**src/rtl/rf_pkg.sv**
```systemverilog
// Shared sizing and types for the RAT register file.
// The optional write-through bypass is selected by the RF_BYPASS_EN macro.
package rf_pkg;

  localparam int RF_DATA_W = 8;
  localparam int RF_ADDR_W = 5;
  localparam int RF_DEPTH  = 2 ** RF_ADDR_W;

  typedef logic [RF_DATA_W-1:0] rf_data_t;
  typedef logic [RF_ADDR_W-1:0] rf_addr_t;

endpackage

```
**src/rtl/rf_read_port.sv**
```systemverilog
// One combinational read mux of the register file.
// The RF_BYPASS_EN macro adds forwarding of in-flight write data.
module rf_read_port
  import rf_pkg::*;
#(
  parameter int DATA_W = RF_DATA_W,
  parameter int ADDR_W = RF_ADDR_W
) (
  input  logic [2**ADDR_W-1:0][DATA_W-1:0] regs,
  input  logic [ADDR_W-1:0]                addr,
  input  logic [ADDR_W-1:0]                wr_addr,
  input  logic [DATA_W-1:0]                wr_data,
  input  logic                             wr_en,
  output logic [DATA_W-1:0]                rd_data
);

`ifdef RF_BYPASS_EN
  // A write to the addressed register shows its data before the clock edge.
  always_comb begin
    rd_data = regs[addr];
    if (wr_en && (addr == wr_addr)) begin
      rd_data = wr_data;
    end
  end
`else
  logic unused_bypass;
  assign unused_bypass = ^{wr_addr, wr_data, wr_en};

  always_comb begin
    rd_data = regs[addr];
  end
`endif

endmodule

```
**src/rtl/rat_register_file.sv**
```systemverilog
// 32 x 8 register file: two combinational read ports, one synchronous write port on ADRX.
// Build with RF_BYPASS_EN to forward write data to matching read ports.
module rat_register_file
  import rf_pkg::*;
#(
  parameter int DATA_W = RF_DATA_W,
  parameter int ADDR_W = RF_ADDR_W
) (
  input  logic              clk,
  input  logic              rst,
  input  logic [DATA_W-1:0] DIN,
  input  logic [ADDR_W-1:0] ADRX,
  input  logic [ADDR_W-1:0] ADRY,
  input  logic              RF_WR,
  output logic [DATA_W-1:0] DX_OUT,
  output logic [DATA_W-1:0] DY_OUT
);

  localparam int DEPTH = 2 ** ADDR_W;

  logic [DEPTH-1:0][DATA_W-1:0] regs_q;
  logic [DEPTH-1:0][DATA_W-1:0] regs_d;
  logic                         wr_live;

  always_comb begin
    regs_d = regs_q;
    if (RF_WR) begin
      regs_d[ADRX] = DIN;
    end
  end

  // Reset wins over a write presented in the same cycle.
  always_ff @(posedge clk) begin
    if (rst) begin
      regs_q <= '0;
    end else begin
      regs_q <= regs_d;
    end
  end

  assign wr_live = RF_WR & ~rst;

  rf_read_port #(
    .DATA_W(DATA_W),
    .ADDR_W(ADDR_W)
  ) u_port_x (
    .regs   (regs_q),
    .addr   (ADRX),
    .wr_addr(ADRX),
    .wr_data(DIN),
    .wr_en  (wr_live),
    .rd_data(DX_OUT)
  );

  rf_read_port #(
    .DATA_W(DATA_W),
    .ADDR_W(ADDR_W)
  ) u_port_y (
    .regs   (regs_q),
    .addr   (ADRY),
    .wr_addr(ADRX),
    .wr_data(DIN),
    .wr_en  (wr_live),
    .rd_data(DY_OUT)
  );

endmodule

```
**config.mk**
```make
export PLATFORM = sky130hd
export DESIGN_NAME = rat_register_file
export DESIGN_NICKNAME = d
export VERILOG_FILES = /design/src/rtl/rf_pkg.sv /design/src/rtl/rf_read_port.sv /design/src/rtl/rat_register_file.sv
export SDC_FILE = /design/constraint.sdc
export NUM_CORES = 1
export LEC_CHECK = 0
export CAP_MARGIN = 10
export CELL_PAD_IN_SITES_DETAIL_PLACEMENT = 1
export CELL_PAD_IN_SITES_GLOBAL_PLACEMENT = 1
export CORE_MARGIN = 2
export CORE_UTILIZATION = 25
export DETAILED_ROUTE_END_ITERATION = 10
export GPL_TIMING_DRIVEN = 0
export PLACE_DENSITY_LB_ADDON = 0.05
export REMOVE_ABC_BUFFERS = 1
export SYNTH_ARGS = -nofsm -noshare
export SYNTH_HDL_FRONTEND = slang
export SYNTH_SLANG_ARGS = --single-unit
```
**constraint.sdc**
```tcl
create_clock -name clk -period 5.95 [get_ports clk]
set_input_delay 1.785 -clock clk [delete_from_list [all_inputs] [get_ports clk]]
set_output_delay 1.785 -clock clk [all_outputs]
set_load 0.005 [all_outputs]
```
======== Yosys cells after proc, flatten, opt, wreduce, memory -nomap -nowiden ========
Cells that the tools add are included.
cells by class
  muxes and demuxes ....................... 7
  reduce and logical (&&, ||, !) cells .... 1
  $lt $le $gt $ge ......................... 3
operators by type and width
  kind                number
  $bwmux 256          1
  $bmux 8 s5          2
  $demux 8 s5         1
  $mux 8              3
  $lt 5x6->1 const B  2
  $ge 5x1->1 const B  1
  $logic_and 1x1->1   1
storage, ports and cells
  logic and storage cells ................. 43
  register bits after elaboration ......... 256
  output and inout port bits .............. 16
  input bits .............................. 21

======== Logic depth before layout (Yosys ltp) ========
  depth in word-level cells ............... 5
  mapped depth ............................ 7
  depth with buffers taken out ............ 3

======== Cells and area by module ========
From an unflattened synthesis, not the netlist that was laid out.
second synthesis, totals
  cells, all modules ...................... 1101
  area total of the unflattened synthesis .. 13938.4 um2
by module, submodules not included
  module             area each (um2)  times used  cells an instance  sequential area each (um2)
  rat_register_file  9949.5           1           887                5124.9
  rf_read_port       1994.4           2           107                0.0

======== Worst setup path before layout ========
OpenSTA, ideal clock, no wires.
  path type ............................... input port to output port
  start point ............................. input port ADRY[2]
  end point ............................... output port DY_OUT[0]
  data required time ...................... 4165 ps
  path buffers ............................ 3
  stages on the path ...................... 6
  arrival time ............................ 3369 ps
  slack ................................... 796 ps
  cell sequence ........................... buf_4 buf_6 buf_2 mux4_2 mux4_2 mux2_2
on the way
  word-level cells in the longest chain between the ends .. 2
RTL lines
  item                          RTL line                 RTL
  start: declaration            rat_register_file.sv:13  input logic [ADDR_W-1:0] ADRY,
  $bmux 8 s5                    rf_read_port.sv:30       rd_data = regs[addr];
  $mux 8 (not written as such)  rf_read_port.sv:30
  end: declaration              rat_register_file.sv:16  output logic [DATA_W-1:0] DY_OUT
Every way passes these cells. The select of a mux whose other input is x is not followed.

======== Final worst setup path ========
  start point ............................. input port ADRY[1]
  end point ............................... output port DY_OUT[1]
The elaborated chain is that of the path after synthesis.

==> key figures <==
Power
  • Worst VDD drop: 0.143 mV
  • Design Power: 0.00427 W
  • Pwr Density: 259 nW/um^2
  • P_leak: 4.99 nW

Global route
  • Largest net degree at the start of global routing: 104
  • GRT Util Overall: 20.9%
  • First-pass GRT wire length: 88,000 um
  • Initial antenna violation count: 0
  • Vias in the first global route: 12,700
  • Overflow after GRT: 0

Min path
  • Worst Hold Class: reg -> reg
  • Endpoint, Worst Hold: regs_q[100]$_SDFFE_PP0P_
  • Hold Path Cell Cnt: 2
  • Hold Path Origin: regs_q[100]$_SDFFE_PP0P_

Critical path
  • Reg2reg path depth: 2
  • Critical path startpoint: ADRY[1]
  • Reg2reg start: regs_q[242]$_SDFFE_PP0P_
  • Cell Chain, Critical Path: buf_12 -> buf_16 -> mux4_2 -> mux4_2 -> mux2_2 -> clkdlybuf4s50_1
  • CP required: 4160 ps
  • Crit Path Max Fanout: 29
  • Worst r2r dst: regs_q[242]$_SDFFE_PP0P_
  • Crit path capture type: output port
  • Critical path class: in -> out
  • Largest delay contributor family on the critical path: multiplexers
  • Slowest CP cell: mux4_2
  • WP data arrival: 4090 ps
  • Largest stage delay, worst path: 520 ps
  • R2R setup slack: 5200 ps
  • CP most frequent cell: mux4_2
  • Worst Setup Start Kind: input port
  • Buffers and inverters on the worst path: 3
  • Critical path depth: 6

Clock network
  • Worst-path clk slew: 50 ps
  • Root Buffer: clkbuf_16
  • CTS sink count: 256
  • CTS buffer count: 35
  • Buffer count from post-CTS setup fixing: 0
  • Worst-Skew Late Latency: 540 ps
  • Htree depth: 2
  • CTS tree: done
  • CTS Buffer Depth: 3

Route
  • Top sig layer: met4
  • Met2 WL post-DR: 28,700 um
  • Vias: 12,100
  • Routed Wire Length: 59,400 um
  • Drt initial violations: 724
  • DRT met1 WL: 27,200 um
  • Post-route ant nets: 0
  • Met3 Wirelength: 2220 um
  • Post-route DRC: 0
  • DR WL/cell: 28.3 um
  • Pre-Repair DR Iteration Count: 5
  • Via-to-Cell Ratio: 5.75

Timing
  • Worst Tran Pin Value: 965 ps
  • Final setup viols: 0
  • Rel. slew slack: 35.5%
  • Unrepaired setup endpoints after global routing: false
  • Fin crit period: 5870 ps
  • Fmax: 170 MHz
  • Fin crit share: 98.7%
  • Clock skew: 0 ps
  • Max Slew Vio Count: 0
  • Final worst slack: 78.7 ps
  • Final Hold Fails: 0
  • Hold slack: 488 ps

Logic synthesis
  • Mean Syn Cell Area: 9.43 sq um
  • Yosys cell types: 20
  • Post-synth EDFFs: 0
  • Netlist Area Pre-Place: 13,600 sq um
  • Post-synthesis sequential area ratio: 37.6%
  • Area share of the largest cell type after synthesis: 37.6%
  • Top post-synthesis cells by area: dfxtp_1, mux4_2, nand3_1, a21oi_1, o21ai_0
  • Post-synth ARST share: 0%
  • Main synth FF type: dfxtp_1
  • Cells after synthesis: 1,444
  • Seq cells post-synth: 256
  • Synth warn: 0
  • Synth area leader: dfxtp_1

Place
  • Setup slack after placement: -382 ps
  • HPWL after DPL: 34,200 um
  • GP Congestion: 0.682
  • Port Buffers: 36

Final layout
  • P&R area growth vs syn: 21.0%
  • Commonest non-fill, non-tap cells in the layout: nand3_1, o21ai_0, a21oi_1, dfxtp_1, mux4_2
  • Top reg by flops: regs_q
  • Ratio of cells with drive above 1 in the final layout: 21.0%
  • Total Nets Final: 1,398
  • Max reg flops: 256
  • Top flop regs: regs_q x256

Floorplanning
  • Initial Util: 25.3%
  • Die area: 56,300 sq um
  • Row count: 85
  • DIE WIDTH: 237 um
  • Die Ht: 237 um
  • # IOs: 37
  • Core area: 53,800 sq um

Job
  • Maxcap violations: 0

Status
  • Status: finished clean
-- how the worst max path moves through the flow --
stage | end | slack, ps
finish | DY_OUT[1] | 80
global route | DY_OUT[1] | 10
CTS | DY_OUT[5] | 10
detailed placement | DX_OUT[7] | -380
global placement | regs_q[32]$_SDFFE_PP0P_ | -12020
floorplan | DX_OUT[0] | -340
-- cell usage after synthesis, types with 2 or more instances --
cell / number
nor3b_1: 4
buf_2: 18
or3b_2: 4
buf_1: 24
a22oi_1: 32
buf_6: 7
a21oi_1: 256
o21ai_0: 256
mux4_2: 144
nand3_1: 258
nand3b_1: 5
mux2_2: 8
dfxtp_1: 256
nand4_1: 8
and3_1: 2
clkbuf_1: 154
and3b_1: 5
-- per-layer routing --
layer,vias up,global-route usage (%)
met5,-,0
met4,0,4.80
li1,5384,-
met3,81,2.97
met2,231,35.4
met1,6374,28.2
-- area by class of cell --
cell class | count | area, sq um
Fill cell | 5954 | 37300
Multi-Input combinational cell | 984 | 7730
Sequential cell | 256 | 5120
Timing Repair Buffer | 100 | 1640
Clock buffer | 57 | 1080
Tap cell | 696 | 871
Clock inverter | 5 | 25.0
Antenna cell | 2 | 5.00
-- report_power, final --
| part | internal (W) | leakage (nW) | switching (W) |
|---|---|---|---|
| clock | 0.00124 | 0.547 | 0.000845 |
| sequential | 0.00173 | 2.06 | 0.00000932 |
| combinational | 0.000152 | 2.38 | 0.000300 |
| total | 0.00312 | 4.99 | 0.00115 |
-- tightest hold or removal path: stages (launching register included) --
cell and delay, ps:
dfxtp_1 310, o21ai_0 70, a21oi_1 60
-- logic make-up after synthesis --
kind of cell           share of synthesized area (%)
and+or+nand+nor                                 11.1
muxes                                           24.5
DFF                                             37.6
buffers and inverters                           6.20
AOI/OAI and AO/OA                               20.6
-- through the flow --
step	TNS (ps)	instances	area (sq um)	util, %
finish	0	2100	16500	30.6
detailed placement	-3750	2032	15200	28.3
CTS	0	2096	16400	30.5
floorplan	-2520	1240	12800	-
global placement	-2086420	1972	14000	26.0
global route	0	2098	16500	30.6
-- timing repair --
action	CTS	global route
hold buffers	0	0
endpoints found under the setup margin	13	7
cloned	2	2
gates resized for setup	20	1
Note: power is estimated with default switching activity, not from simulation.
